--- src/rtl/vote_ballot_issuer.sv ---
// Ballot issuer: validates voter requests, drives one-hot vote lines toward the tally
// and keeps a shadow weighted total. Optional request skid buffer under BALLOT_SKID_EN.
module vote_ballot_issuer #(
   parameter int HOLD_CYCLES = 2,
   parameter int RSP_CODE_W  = 2
) (
   input  logic                  clk,
   input  logic                  reset,
   input  logic                  clear,
   input  logic                  req_valid,
   output logic                  req_ready,
   input  logic [1:0]            req_class,
   input  logic [4:0]            req_id,
   output logic [31:0]           np_out,
   output logic [7:0]            vip_out,
   output logic                  vvip_out,
   output logic                  rsp_valid,
   output logic                  rsp_ok,
   output logic [RSP_CODE_W-1:0] rsp_code,
   output logic [7:0]            issued_weight
);

   typedef enum logic [1:0] {IDLE, CHECK, DRIVE, RESP} state_t;

   localparam int          HOLD_EFF  = (HOLD_CYCLES < 1) ? 1 : HOLD_CYCLES;
   localparam logic [15:0] HOLD_LAST = 16'(HOLD_EFF - 1);

   localparam logic [1:0] CODE_OK   = 2'd0;
   localparam logic [1:0] CODE_DUP  = 2'd1;
   localparam logic [1:0] CODE_ILL  = 2'd2;

   state_t      state_q, state_d;
   logic [1:0]  cls_q, cls_d;
   logic [4:0]  id_q, id_d;
   logic [1:0]  code_q, code_d;
   logic [15:0] hold_q, hold_d;
   logic [31:0] np_used_q, np_used_d;
   logic [7:0]  vip_used_q, vip_used_d;
   logic        vvip_used_q, vvip_used_d;
   logic [7:0]  weight_q, weight_d;
   logic        accept;
   logic        illegal;
   logic        dup;

`ifdef BALLOT_SKID_EN
   logic        skid_full_q, skid_full_d;
   logic [1:0]  skid_cls_q, skid_cls_d;
   logic [4:0]  skid_id_q, skid_id_d;
   assign req_ready = !skid_full_q;
`else
   assign req_ready = (state_q == IDLE);
`endif

   assign accept  = req_valid && req_ready;
   assign illegal = (cls_q == 2'd3) || (cls_q == 2'd1 && id_q >= 5'd8) ||
                    (cls_q == 2'd2 && id_q != 5'd0);
   // Only meaningful once legality has been established.
   assign dup     = (cls_q == 2'd0) ? np_used_q[id_q] :
                    (cls_q == 2'd1) ? vip_used_q[id_q[2:0]] : vvip_used_q;

   always_comb begin
      state_d     = state_q;
      cls_d       = cls_q;
      id_d        = id_q;
      code_d      = code_q;
      hold_d      = hold_q;
      np_used_d   = np_used_q;
      vip_used_d  = vip_used_q;
      vvip_used_d = vvip_used_q;
      weight_d    = weight_q;
`ifdef BALLOT_SKID_EN
      skid_full_d = skid_full_q;
      skid_cls_d  = skid_cls_q;
      skid_id_d   = skid_id_q;
`endif
      case (state_q)
         IDLE, RESP: begin
`ifdef BALLOT_SKID_EN
            // A stored request takes precedence so ordering is preserved.
            if (skid_full_q) begin
               cls_d       = skid_cls_q;
               id_d        = skid_id_q;
               skid_full_d = 1'b0;
               state_d     = CHECK;
            end else
`endif
            if (accept) begin
               cls_d   = req_class;
               id_d    = req_id;
               state_d = CHECK;
            end else begin
               state_d = IDLE;
            end
         end
         CHECK: begin
            if (illegal) begin
               code_d  = CODE_ILL;
               state_d = RESP;
            end else if (dup) begin
               code_d  = CODE_DUP;
               state_d = RESP;
            end else begin
               code_d  = CODE_OK;
               hold_d  = 16'd0;
               state_d = DRIVE;
               case (cls_q)
                  2'd0: begin
                     np_used_d[id_q] = 1'b1;
                     weight_d        = weight_q + 8'd1;
                  end
                  2'd1: begin
                     vip_used_d[id_q[2:0]] = 1'b1;
                     weight_d              = weight_q + 8'd4;
                  end
                  default: begin
                     vvip_used_d = 1'b1;
                     weight_d    = weight_q + 8'd16;
                  end
               endcase
            end
         end
         DRIVE: begin
            if (hold_q == HOLD_LAST) state_d = RESP;
            else                     hold_d  = hold_q + 16'd1;
         end
         default: state_d = IDLE;
      endcase
`ifdef BALLOT_SKID_EN
      if (accept && (state_q == CHECK || state_q == DRIVE)) begin
         skid_full_d = 1'b1;
         skid_cls_d  = req_class;
         skid_id_d   = req_id;
      end
`endif
      if (clear) begin
         state_d     = IDLE;
         cls_d       = 2'd0;
         id_d        = 5'd0;
         code_d      = CODE_OK;
         hold_d      = 16'd0;
         np_used_d   = 32'd0;
         vip_used_d  = 8'd0;
         vvip_used_d = 1'b0;
         weight_d    = 8'd0;
`ifdef BALLOT_SKID_EN
         skid_full_d = 1'b0;
         skid_cls_d  = 2'd0;
         skid_id_d   = 5'd0;
`endif
      end
   end

   always_ff @(posedge clk or posedge reset) begin
      if (reset) begin
         state_q     <= IDLE;
         cls_q       <= 2'd0;
         id_q        <= 5'd0;
         code_q      <= 2'd0;
         hold_q      <= 16'd0;
         np_used_q   <= 32'd0;
         vip_used_q  <= 8'd0;
         vvip_used_q <= 1'b0;
         weight_q    <= 8'd0;
`ifdef BALLOT_SKID_EN
         skid_full_q <= 1'b0;
         skid_cls_q  <= 2'd0;
         skid_id_q   <= 5'd0;
`endif
      end else begin
         state_q     <= state_d;
         cls_q       <= cls_d;
         id_q        <= id_d;
         code_q      <= code_d;
         hold_q      <= hold_d;
         np_used_q   <= np_used_d;
         vip_used_q  <= vip_used_d;
         vvip_used_q <= vvip_used_d;
         weight_q    <= weight_d;
`ifdef BALLOT_SKID_EN
         skid_full_q <= skid_full_d;
         skid_cls_q  <= skid_cls_d;
         skid_id_q   <= skid_id_d;
`endif
      end
   end

   // Vote lines and response are pure functions of registered state.
   assign np_out        = (state_q == DRIVE && cls_q == 2'd0) ? (32'd1 << id_q) : 32'd0;
   assign vip_out       = (state_q == DRIVE && cls_q == 2'd1) ? (8'd1 << id_q[2:0]) : 8'd0;
   assign vvip_out      = (state_q == DRIVE && cls_q == 2'd2);
   assign rsp_valid     = (state_q == RESP);
   assign rsp_ok        = (state_q == RESP) && (code_q == CODE_OK);
   assign rsp_code      = (state_q == RESP) ? RSP_CODE_W'(code_q) : '0;
   assign issued_weight = weight_q;

endmodule

--- config.mk ---
export PLATFORM = sky130hd
export DESIGN_NAME = vote_ballot_issuer
export DESIGN_NICKNAME = d
export VERILOG_FILES = /design/src/rtl/vote_ballot_issuer.sv
export SDC_FILE = /design/constraint.sdc
export NUM_CORES = 1
export LEC_CHECK = 0
export BUFFER_PORTS_ARGS = -buffer_cell sky130_fd_sc_hd__buf_2
export CAP_MARGIN = 15
export CORE_AREA = 2 2 128 99
export DETAILED_ROUTE_END_ITERATION = 8
export DIE_AREA = 0 0 130 101
export GPL_TIMING_DRIVEN = 0
export SLEW_MARGIN = 20
export SYNTH_ARGS = -nofsm -noshare
export SYNTH_HDL_FRONTEND = slang
export SYNTH_SLANG_ARGS = --single-unit
--- constraint.sdc ---
create_clock -name clk -period 2.7 [get_ports clk]
set_input_delay 0.405 -clock clk [delete_from_list [all_inputs] [get_ports clk]]
set_output_delay 0.405 -clock clk [all_outputs]
set_load 0.1 [all_outputs]
# Word level (Yosys, flattened, before mapping)
# Cells that the tools add are included.
op_classes:
  addsub: 4
  n_bitwise: 2
  n_mux: 54
  eq_ne: 14
  n_reduce_logical: 29
  order_cmp: 5
  shift: 2
ops:
  columns: ["op", "count"]
  rows:
  - ["$mux W32", 6]
  - ["$mux W8", 10]
  - ["$mux W16", 4]
  - ["$or A32 B32 Y32", 1]
  - ["$pmux W16 S2", 1]
  - ["$shl A1 B5 Y32 const A", 1]
  - ["$mux W2", 9]
  - ["$add A16 B1 Y16 const B", 1]
  - ["$eq A16 B1 Y1 const B", 1]
  - ["$pmux W8 S2", 1]
  - ["$reduce_and A4 Y1", 4]
  - ["$mux W1", 15]
  - ["$mux W5", 3]
  - ["$ne A3 B3 Y1 const B", 4]
  - ["$reduce_bool A2 Y1", 5]
  - ["$logic_and A1 B1 Y1", 9]
  - ["$add A8 B1 Y8 const B", 1]
  - ["$add A8 B3 Y8 const B", 1]
  - ["$add A8 B5 Y8 const B", 1]
  - ["$eq A2 B2 Y1 const B", 4]
  - ["$or A8 B8 Y8", 1]
  - ["$shl A1 B3 Y8 const A", 1]
  - ["$logic_not A2 Y1", 3]
  - ["$lt A5 B6 Y1 const B", 1]
  - ["other kinds (18)", 22]
word_totals:
  elab_cells: 119
  inputBits: 11
  reg_bits: 76
  output_inout_bits: 54

# Depth between registers and ports, before layout
logic_depth:
  depth_word: 10
  depth_mapped: 12
  mapped_depth_nobuf: 8

# Worst setup path after synthesis
# No wires, ideal clock.
synth_timing:
  kind: "register to output"
  start: "register state_q[0]"
  end: "output port rsp_ok"
  path_buffers: 0
  path_stages_with_launch: 3
  t_arrival_ps: 3507
  path_slack_ps: -1212
  path_cell_list: "dfrtp_1 ha_1 nor3b_1"
synth_via:
  elab_chain_cells: 2
synth_rtl:
  columns: ["element", "line", "rtl"]
  rows:
  - ["from (decl)", "32", "state_t state_q, state_d;"]
  - ["from (signal assigned)", "170", "state_q <= state_d;"]
  - ["$eq A2 B2 Y1", null, null]
  - ["via rsp_valid", "17", "output logic rsp_valid,"]
  - ["$logic_and A1 B1 Y1", "192", "assign rsp_ok = (state_q == RESP) && (code_q == CODE_OK);"]
  - ["to (decl)", "18", "output logic rsp_ok,"]
# The timed path passes the listed nets, and every way through them passes these cells.

# Worst setup path after layout
layout_timing:
  start: "register state_q[0]"
  end: "output port np_out[30]"
layout_via:
  elab_chain_cells: 3
layout_rtl:
  columns: ["element", "line", "rtl"]
  rows:
  - ["$eq A2 B2 Y1", "188", "assign np_out = (state_q == DRIVE && cls_q == 2'd0) ? (32'd1 << id_q) : 32'd0;"]
  - ["$logic_and A1 B1 Y1", "188", null]
  - ["$mux W32", "188", null]
  - ["to (decl)", "14", "output logic [31:0] np_out,"]
# No other way between the ends.

==> results by group <==
Run status
  • Status: complete, no violations

Power and ir drop
  • Worst vdd ir: 0.664 mV
  • Leakage: 2.53 nW
  • Power Dens Cells: 874 nW/um2

Synth
  • Seq cells post-synth: 76
  • Post-synth EDFFs: 0
  • Post-Syn Nets: 563
  • Mapped cell area: 4640 um2
  • FFs w/ async S/R, synth: 100%
  • Yosys Warn Count: 0
  • Register area share after synthesis: 41.0%
  • Count of different cell masters after synthesis: 56
  • Main synth FF type: dfrtp_1
  • Syn Inst Count: 543
  • Mapped Avg Cell Area: 8.54 um2

Setup path
  • Crit Reg-Reg Startpoint: id_q[0]
  • Crit path capture type: primary output
  • Worst EP required: 2.30 ns
  • CP startpoint: state_q[0]
  • Startpoint types: flip-flop
  • Critical path arrival: 2.19 ns
  • Worst R2R Setup Slack: 0.12 ns
  • Crit Path Max Fanout: 11
  • Worst-case reg-to-reg path depth: 11
  • Type of the worst setup path: reg2out
  • RR Endpoint: hold_q[0]
  • Worst Setup EP: np_out[30]

GRT
  • Largest net degree at the start of global routing: 52
  • First-pass GRT wire length: 22,400 um
  • Vias in the first global route: 4,175
  • Total grt overflow: 0
  • Initial antenna violation count: 0
  • Tot GR Track Use: 22.2%

STA
  • Worst Tran Pin Value: 0.990 ns
  • Fmax: 0.386 GHz
  • Max-slew violations: 0
  • Number of setup violations in the final report: 0
  • Relative slew margins: 33.5%
  • Clock Skew: 0.00622 ns
  • Final hold vios: 0
  • Hold slack: 0.0525 ns
  • Final worst-path cycle share: 95.9%
  • Min Clock Period, post-route: 2.59 ns

Clock tree
  • CTS Hold Bufs: 0
  • Clock latency on the worst-skew pair: 0.34 ns
  • Clk sink count: 76
  • Maximum clock path buffer count: 2
  • Clk slew on worst S/H paths: 0.06 ns
  • TritonCTS clock tree: built
  • Clock Root Buffer: clkbuf_16
  • Num CTS Buffers: 9
  • Clock H-tree levels: 3

Detailed routing
  • Routed len/inst: 17.8 um
  • DRT iter0 DRCs: 390
  • Routed wire length: 14,200 um
  • First drt pass iteration count: 5
  • Vias: 4,471
  • Routed Antenna Nets: 0
  • DRC: 0
  • Vias per cell: 5.62

Run
  • MaxCap Viol Count: 0

Final layout
  • Final Util: 48.2%
  • Nets: 645
  • Area delta synth->final: 24.3%
  • Fillers: 1,149
  • Final instance area: 5770 um2
  • Commonest non-fill, non-tap cell in the layout: nor2_1
  • Fraction of layout cells with a size suffix above 1: 23.2%
  • Antenna cell count: 0
  • Most frequent cells in the layout: nor2_1, dfrtp_1, buf_4
  • Storage element area: 1900 um2
  • Area of the multi-input gates: 2570 um2

Die
  • Die area: 13,100 um2
  • Vert. Die Dim: 101 um
  • Die width: 130 um
  • Core area: 12,000 um2
  • Core Rows: 35
  • Starting Density: 38.8%
  • Io pins: 65

Min path
  • Tightest Hold Check Type: in2async

Place
  • GP Congestion: 0.889
  • DP Area: 5220 um2
  • Port Buffers: 64
  • DP HPWL: 10,000 um
-- cell families after synthesis --
| group | Yosys count | synth area share [%] |
|---|---|---|
| fa+ha+maj | 9 | 2.43 |
| mux | 28 | 6.12 |
| simple gates | 257 | 26.4 |
| compound gates | 118 | 17.9 |
| buf+inv | 52 | 5.58 |
| xor+xnor | 3 | 0.567 |
| flops | 76 | 41.0 |
-- synth_stat cells, types with 2 or more instances --
library cell / instances / area, um2
nand2_1: 42 / 158
a311oi_1: 5 / 43.8
a211oi_1: 3 / 22.5
buf_4: 2 / 15.0
clkbuf_1: 22 / 82.6
nor3_1: 22 / 110
a31oi_1: 36 / 225
and4_1: 2 / 17.5
inv_1: 14 / 52.6
a22oi_1: 4 / 30.0
mux2i_1: 25 / 250
a31o_2: 2 / 17.5
nand2b_1: 2 / 12.5
nor4b_1: 3 / 26.3
dfrtp_1: 76 / 1900
o311ai_1: 2 / 17.5
ha_1: 9 / 113
nand3_1: 23 / 115
nor3b_1: 3 / 22.5
mux2_2: 2 / 22.5
or3_1: 4 / 25.0
xnor2_1: 2 / 17.5
and2_1: 7 / 43.8
a21oi_1: 17 / 85.1
buf_6: 4 / 45.0
o21ai_1: 9 / 45.0
a32o_1: 12 / 120
and3_1: 6 / 37.5
o21ai_0: 15 / 75.1
or2_2: 4 / 25.0
buf_2: 8 / 40.0
nor4_1: 5 / 31.3
nand4_1: 5 / 31.3
nor2_1: 105 / 394
nor2b_1: 20 / 125
-- cell type report --
type,count,share of cell area [%]
Buffer,37,3.78
Clock buffer,11,4.21
Clock inverter,5,1.06
Inverter,14,0.955
Multi-Input combinational cell,415,44.6
Sequential cell,76,33.0
Tap cell,166,3.60
Timing Repair Buffer,72,8.81
-- routing by layer --
layer	GRT usage [%]	up-vias	part of all wire [%]
met5	0	-	0
met3	4.94	15	7.0
met1	33.1	2193	49
li1	-	2104	-
met2	32.6	159	43
met4	5.46	0	1.2
-- worst min-delay path by stage --
stage               depth (start not counted)               end     startpoint  slack [ns]
detailed placement                          2  issued_weight[3]          reset        0.43
floorplan                                   2     vip_used_q[0]  vip_used_q[0]        0.45
CTS                                         2  issued_weight[3]          reset        0.07
finish                                      2  issued_weight[3]          reset        0.05
global route                                2  issued_weight[2]          reset        0.08
global placement                            2     vip_used_q[0]  vip_used_q[0]        0.47
-- what timing repair did --
item	CTS	global route
setup endpoints to repair	80	54
gates cloned	0	0
pin swaps	1	1
setup buffers	3	4
resized for setup	53	16
-- stage by stage --
step | TNS [ns] | setup slack, ns | power, mW | cells
2_1_floorplan | -14.76 | -0.404 | 3.10 | 543
3_3_place_gp | -55.80 | -0.629 | 3.61 | 773
3_5_place_dp | -8.33 | -0.193 | 3.64 | 774
4_1_cts | 0 | 0.0186 | 4.96 | 792
5_1_grt | -0.00188 | -0.00188 | 5.32 | 796
6_report | 0 | 0.109 | 5.04 | 796
-- sequential cells by signal, summed over array words and instances, names as in the netlist --
register and cells:
np_used_q 32, hold_q 16, issued_weight 8, vip_used_q 8, id_q 5, cls_q 2, code_q 2, state_q 2
vvip_used_q 1
-- power breakdown --
group          switching, mW  leakage, nW  total, mW  internal (mW)
Combinational           1.70         1.35       2.44          0.746
Clock                  0.490        0.138       1.23          0.743
Sequential             0.121         1.05       1.36           1.24
-- critical path, cell delays in order (launching register included) --
cell	delay, ns
dfrtp_1	0.42
inv_1	0.10
ha_2	0.30
buf_2	0.29
nand3_2	0.25
nor2_1	0.18
buf_4	0.31
Power figures use the tool's default switching activity.
